**config.mk**
```make
export PLATFORM = sky130hd
export DESIGN_NAME = btb_predictor
export DESIGN_NICKNAME = d
export VERILOG_FILES = /design/src/rtl/btb_predictor.sv
export SDC_FILE = /design/constraint.sdc
export NUM_CORES = 2
export LEC_CHECK = 0
export CAP_MARGIN = 10
export CELL_PAD_IN_SITES_DETAIL_PLACEMENT = 1
export CELL_PAD_IN_SITES_GLOBAL_PLACEMENT = 1
export CORE_MARGIN = 2
export CORE_UTILIZATION = 56
export DETAILED_ROUTE_END_ITERATION = 10
export PLACE_DENSITY_LB_ADDON = 0.1
export SKIP_CTS_REPAIR_TIMING = 1
export SLEW_MARGIN = 20
export SYNTH_ARGS = -nofsm -noshare
export SYNTH_HDL_FRONTEND = slang
export SYNTH_SLANG_ARGS = --single-unit
```
**constraint.sdc**
```tcl
create_clock -name clk -period 9.5 [get_ports clk]
set_clock_uncertainty 0.1 [all_clocks]
set_input_delay 1.9 -clock clk [delete_from_list [all_inputs] [get_ports clk]]
set_output_delay 1.9 -clock clk [all_outputs]
set_load 0.1 [all_outputs]
```
**src/rtl/btb_predictor.sv**
```systemverilog
// Direct-mapped branch target buffer with 2-bit saturating direction counters.
// A power-up sweep clears the valid bits one entry per cycle before predictions are enabled.
module btb_predictor #(
   parameter int unsigned ENTRIES = 64,
   parameter int unsigned IDX_W   = $clog2(ENTRIES)
) (
   input  logic        clk,
   input  logic        rst_n,
   input  logic [31:0] lookup_pc_i,
   output logic        pred_hit_o,
   output logic        pred_taken_o,
   output logic [31:0] pred_target_o,
   input  logic        upd_valid_i,
   input  logic [31:0] upd_pc_i,
   input  logic [31:0] upd_target_i,
   input  logic        upd_taken_i,
   input  logic        upd_is_branch_i,
   output logic        init_done_o
);

   localparam int unsigned TAG_W = 30 - IDX_W;
   localparam logic [IDX_W-1:0] LAST_IDX = IDX_W'(ENTRIES - 1);

   typedef enum logic {
      ST_INIT  = 1'b0,
      ST_READY = 1'b1
   } state_e;

   state_e           state_q;
   state_e           state_d;
   logic [IDX_W-1:0] sweep_q;
   logic [IDX_W-1:0] sweep_d;
   logic             ready_c;

   logic             valid_q     [ENTRIES];
   logic [TAG_W-1:0] tag_q       [ENTRIES];
   logic [31:0]      target_q    [ENTRIES];
   logic             is_branch_q [ENTRIES];
   logic [1:0]       ctr_q       [ENTRIES];

   logic [IDX_W-1:0] lk_idx;
   logic [TAG_W-1:0] lk_tag;
   logic             lk_hit_c;
   logic             lk_taken_c;
   logic [IDX_W-1:0] upd_idx;
   logic [TAG_W-1:0] upd_tag;
   logic             upd_hit_c;
   logic [1:0]       ctr_upd_c;
   logic             unused_pc_bits;

   assign lk_idx  = lookup_pc_i[IDX_W+1:2];
   assign lk_tag  = lookup_pc_i[31:IDX_W+2];
   assign upd_idx = upd_pc_i[IDX_W+1:2];
   assign upd_tag = upd_pc_i[31:IDX_W+2];

   // Update PCs are word aligned; the byte offset carries no information.
   assign unused_pc_bits = ^upd_pc_i[1:0];

   // State register and sweep index
   always_ff @(posedge clk) begin
      if (!rst_n) begin
         state_q <= ST_INIT;
         sweep_q <= '0;
      end else begin
         state_q <= state_d;
         sweep_q <= sweep_d;
      end
   end

   // Next state: sweep every entry once, then stay ready until reset
   always_comb begin
      state_d = state_q;
      sweep_d = sweep_q;
      unique case (state_q)
         ST_INIT: begin
            sweep_d = sweep_q + IDX_W'(1);
            if (sweep_q == LAST_IDX) begin
               state_d = ST_READY;
            end
         end
         ST_READY: begin
            state_d = ST_READY;
         end
      endcase
   end

   // FSM outputs
   always_comb begin
      ready_c     = 1'b0;
      init_done_o = 1'b0;
      if (state_q == ST_READY) begin
         ready_c     = 1'b1;
         init_done_o = 1'b1;
      end
   end

   // Zero-latency lookup; falls through to the sequential PC on miss or not-taken
   always_comb begin
      lk_hit_c      = 1'b0;
      lk_taken_c    = 1'b0;
      pred_target_o = lookup_pc_i + 32'd4;
      if (ready_c && valid_q[lk_idx] && (tag_q[lk_idx] == lk_tag)) begin
         lk_hit_c   = 1'b1;
         lk_taken_c = is_branch_q[lk_idx] ? ctr_q[lk_idx][1] : 1'b1;
      end
      if (lk_taken_c) begin
         pred_target_o = target_q[lk_idx];
      end
      pred_hit_o   = lk_hit_c;
      pred_taken_o = lk_taken_c;
   end

   // Saturating counter step for the entry being updated
   always_comb begin
      upd_hit_c = valid_q[upd_idx] && (tag_q[upd_idx] == upd_tag);
      ctr_upd_c = ctr_q[upd_idx];
      if (upd_taken_i) begin
         if (ctr_q[upd_idx] != 2'b11) begin
            ctr_upd_c = ctr_q[upd_idx] + 2'd1;
         end
      end else if (ctr_q[upd_idx] != 2'b00) begin
         ctr_upd_c = ctr_q[upd_idx] - 2'd1;
      end
   end

   // Table write port: sweep clear during INIT, resolved-branch training once ready
   always_ff @(posedge clk) begin
      if (rst_n) begin
         if (!ready_c) begin
            valid_q[sweep_q] <= 1'b0;
         end else if (upd_valid_i) begin
            if (upd_hit_c) begin
               ctr_q[upd_idx]       <= ctr_upd_c;
               is_branch_q[upd_idx] <= upd_is_branch_i;
               if (upd_taken_i) begin
                  target_q[upd_idx] <= upd_target_i;
               end
            end else if (upd_taken_i) begin
               valid_q[upd_idx]     <= 1'b1;
               tag_q[upd_idx]       <= upd_tag;
               target_q[upd_idx]    <= upd_target_i;
               is_branch_q[upd_idx] <= upd_is_branch_i;
               ctr_q[upd_idx]       <= upd_is_branch_i ? 2'b10 : 2'b11;
            end
         end
      end
   end

endmodule

```
* Yosys cells after proc, flatten, opt, wreduce, memory -nomap -nowiden
Memory sizes are Yosys's and may differ from the RTL's.
Cells that the tools add are included.
** Storage, ports and cells
- Flip-flop bits (word level) :: 7
- Memory bits (writable) :: 3840
- Output and inout bits :: 35
- Memories kept :: 5
** Cells by class
- $add $sub $neg :: 4
- Equal/unequal tests :: 4
- Muxes and demuxes :: 36
- Bitwise operators :: 4
- Reduce and logical (&&, ||, !) cells :: 5
** Memories
- target_q :: words 64, bits a word 32, read ports 1, clocked after Yosys merged registers in 0, wr ports 1, RTL line 37 : logic [31:0] target_q [ENTRIES];
- tag_q :: words 64, bits a word 24, read ports 2, clocked after Yosys merged registers in 0, wr ports 1, RTL line 36 : logic [TAG_W-1:0] tag_q [ENTRIES];
- ctr_q :: words 64, bits a word 2, read ports 2, clocked after Yosys merged registers in 0, wr ports 1, RTL line 39 : logic [1:0] ctr_q [ENTRIES];
- is_branch_q :: words 64, bits a word 1, read ports 1, clocked after Yosys merged registers in 0, wr ports 1, RTL line 38 : logic is_branch_q [ENTRIES];
- valid_q :: words 64, bits a word 1, read ports 2, clocked after Yosys merged registers in 0, wr ports 1, RTL line 35 : logic valid_q [ENTRIES];
** Operators with widths (number)
- 32-bit two-way mux :: 2
- 24-bit equality test :: 2
- 32-bit by 3-bit adder with 32-bit output (second input constant) :: 1
- 1-bit two-way mux :: 28
- 2-bit two-way mux :: 4
- 6-bit by 1-bit adder with 6-bit output (second input constant) :: 1
- 6-bit equality test (second input constant) :: 1
- 6-bit two-way mux :: 1
- 1-bit logical AND :: 3
- 1-bit bitwise OR :: 3
- 2-bit by 1-bit adder with 2-bit output (second input constant) :: 1
- 2-bit inequality test (second input constant) :: 1
- 1-bit case mux with 2 select lines :: 1
- 2-bit nonzero test :: 1
- 2-bit by 1-bit subtractor with 2-bit output (second input constant) :: 1
- 1-bit NOT :: 1
- 1-bit OR reduction :: 1

* Depth between registers and ports, before layout
An unclocked memory read counts as a cell.
- Depth after elaboration :: 10
- Gate-level depth with buffers :: 19
- Depth with buffers taken out :: 10

* Worst setup path before layout
OpenSTA, ideal clock, no wires.
- Path type :: input-to-output
- Start point :: input lookup_pc_i[4]
- End point :: output pred_hit_o
- Arrival time :: 7.386 ns
- Required time :: 7.500 ns
- Slack :: 0.114 ns
- Cell stages on the path :: 11
- Path buffers :: 5
- Path through :: buf_2 buf_4 clkbuf_1 buf_2 buf_1 mux4_2 mux2i_1 xnor2_1 o31ai_1 nand4b_1 nor4b_1
** Between the ends
- Cells in the longest elaborated chain, start to end :: 4
- Elaborated cells between the ends (all ways) :: 6
- Classes of those cells :: eq/ne (1); mux (1); reduce/logical (2); memory (2)
** Ends and longest elaborated chain
- start, declared :: RTL line 9 : input logic [31:0] lookup_pc_i,
- memory read 64 x 24 bit / memory read 64 x 1 bit (equally long branches)
- 24-bit equality test / 1-bit logical AND (equally long branches) :: RTL line 102 : if (ready_c && valid_q[lk_idx] && (tag_q[lk_idx] == lk_tag)) begin
- 1-bit logical AND * :: RTL line 102
- 1-bit two-way mux * :: RTL line 102
- end, declared :: RTL line 10 : output logic pred_hit_o,
Mark *: on every way between the ends. The rest lies on a longest branch, timed or not.

* Worst setup path in the final report
- Start point :: input lookup_pc_i[5]
- End point :: output pred_target_o[0]
** Between the ends
- Cells in the longest elaborated chain, start to end :: 5
- Elaborated cells between the ends (all ways) :: 11
- Classes of those cells :: eq/ne (1); mux (3); reduce/logical (2); memory (5)
** Ends and longest elaborated chain
- memory read 64 x 24 bit / memory read 64 x 1 bit (equally long branches)
- 24-bit equality test / 1-bit logical AND (equally long branches) :: RTL line 102
- 1-bit logical AND :: RTL line 102
- 1-bit two-way mux :: RTL line 102
- 32-bit two-way mux * :: RTL line 106 : if (lk_taken_c) begin
- end, declared :: RTL line 12 : output logic [31:0] pred_target_o,
Marks and branches as above.

==> flow_summary.ini <==
[routing]
drcViolationCount = 0
dr_total_vias = 96800
drt-vias-per-instance = 7.59
wl_per_cell_um = 46.8
drt-initial-drc-count = 16600
drt_wl_total_um = 598000
drtPass1Iterations = 6
drtAntennaViolNets = 0

[sta]
fin_crit_sh = 0.983
finalWorstSetupSlack_ns = 0.158
fin_crit_ns = 9.34
final_max_slew_viol_count = 0
rsz0062_at_grt = no
setup_violations = 0
hold_slack_ns = 0.598
finalHoldViolations = 0
tightest_slew_ns = 1.36
fin_tns_setup_ns = 0
slew_headroom = 0.0931
timing.fmax_ghz = 0.107

[global_routing]
overflow = 0
grt_use_total = 0.404
grt_max_degree = 141
grt_pass1_vias = 96700
grt_pass1_wl_um = 808000
antenna_found_initial = 47

[synth]
syn_area_sq_um = 164000
synthArstFlopShare = 0
ys_seq_area_frac = 0.706
synth.avg_cell_area_sq_um = 20.4
syn-num-nets = 8130
yosysWarnings = 0
ys_seq_elements = 3847
synthFlopType = edfxtp_1
syn_inst = 8027
synth_cell_types = 93
synth_edf_count = 3840

[clock_tree]
clk_pin_slew_ns = 0.06
clkLatencyLatePin_ns = 1.00
clock-sinks = 3847
cts_root_buffer = clkbuf_16
cts_buffer_depth = 4
cts_tree = built
htree_levels = 5
cts_made_buffers = 393

[cells_and_area]
final_area_sq_um = 185000
final_common_cell = edfxtp_1
drive_above_1_share = 0.309
final_core_util = 0.637
num-nets-final = 8600
final_cell_mix = 3,840 x edfxtp_1, 1,268 x mux4_2, 442 x buf_4, 404 x clkbuf_16, 362 x mux2i_1
areaGrowthSynthToFinish_pct = 13.2
layout.cells.non_filler = 12800

[die]
initial_core_util = 0.562
core_sq_um = 291000
die_area_sq_um = 296000
row_count = 198
die_w_um = 544
die_height_um = 544
ioPinCount = 136

[power]
max-vdd-ir-drop_v = 0.000207
power_mw = 36.6
p_leak_nw = 58.1
power_density_nw_per_um2 = 197

[worst_setup_path]
critPathKind = primary input to output pin
cp_data_arrival_time_ns = 7.34
cpLargestDelayFamily = simple AND/OR/NAND/NOR gates
critPathMaxStageDelay_ns = 0.60
path_cells = buf_6 -> buf_12 -> nor2b_4 -> nand2_1 -> o22ai_1 -> nor4_1 -> mux2i_1 -> buf_4 -> xnor2_1 -> nor4_4 -> buf_4 -> nand4b_1 -> nor4_4 -> buf_12 -> buf_12 -> mux2_2 -> buf_12
worstSetupStartpointType = primary input
cp_max_fo = 35
crit_top_cell = buf_12
cp.required_ns = 7.50
startpoint = lookup_pc_i[5]
worst_setup_path_end_kind = output pin
cp_slowest_cell = mux2i_1
reg2reg_from = tag_q[8][0]$_DFFE_PP_
timing.critical_path.buf_inv = 7

[min_path]
hp-class = register to register
hold_path_startpoint = sweep_q[1]$_SDFFE_PN0N_

[placed_design]
gp_congestion = 0.944
placed_cell_area_sq_um = 173000
placedCellCount = 12000
port_buffers = 133
dp.final_hpwl_um = 357000
place_ws_ns = -0.0429

[run]
cap_violations = 0

[status]
status = complete, no violations
==> registers in the layout (all words and copies together), names as in the netlist <==
name and cells:
valid_q 64, state_q 1, target_q 2048, tag_q 1536, ctr_q 128, sweep_q 6
is_branch_q 64
==> final timing paths <==
path                             end  slack, ns  cells past startpoint
max                 pred_target_o[0]       0.16                     17
min          sweep_q[1]$_SDFFE_PN0N_       0.60                      2
min reg2reg  sweep_q[1]$_SDFFE_PN0N_       0.60                      2
max reg2reg   tag_q[50][0]$_DFFE_PP_       3.61                     12
==> final cells by class <==
cell class	count	area, sq um
Fill cell	23600	106000
Sequential cell	3847	115000
Inverter	39	159
Clock inverter	232	2060
Timing Repair Buffer	629	6010
Tap cell	3900	4880
Antenna cell	48	120
Multi-Input combinational cell	3587	46100
Clock buffer	477	10400
==> power by group <==
group / leakage [nW] / switching, mW / internal, mW / total (mW)
sequential: 34.6 / 0.00353 / 18.7 / 18.7
combinational: 17.4 / 1.65 / 0.914 / 2.56
clock: 6.07 / 6.65 / 8.67 / 15.3
total: 58.1 / 8.30 / 28.3 / 36.6
==> cells by family (layout without fill, tap and decap cells) <==
kind of cell	after synthesis	count (layout)	synth area share
flip-flops	3847	3847	0.706
multiplexers	1700	1700	0.203
AND/OR/NAND/NOR	980	980	0.0311
AO/OA/AOI/OAI	830	830	0.0367
buffers and inverters	593	1377	0.0193
XOR/XNOR	74	74	0.00396
adder cells (fa/ha/maj)	3	3	0.000214
other	0	48	0
==> worst register-to-register path, cell delays in order, from the launching register on <==
cell	delay, ns
edfxtp_1	0.38
or3b_2	0.21
a21oi_1	0.08
o41ai_1	0.89
o211ai_1	0.26
nor4_1	0.51
xnor2_1	0.34
nor3_1	0.15
nand4b_1	0.56
nand3_1	0.19
buf_4	0.28
nor2_4	1.02
buf_4	0.55
==> cell usage after synthesis, types with 78 or more instances <==
master,number,area [sq um]
edfxtp_1,3840,115000
nand3_1,134,671
mux4_2,1268,28600
o22ai_1,93,582
a22oi_1,212,1590
a21oi_1,142,711
nand2_1,255,957
mux2i_1,363,3630
buf_2,192,961
clkbuf_1,185,694
nor3_1,78,390
a221oi_1,108,946
nor2_1,204,766
==> per-layer routing <==
metal,global-route usage,share of wire,vias up
met1,0.516,0.33,51400
met5,0,0.00024,-
met3,0.100,0.12,1996
met2,0.616,0.46,8063
met4,0.278,0.084,24
li1,-,-,35400
Power figures use the tool's default switching activity.
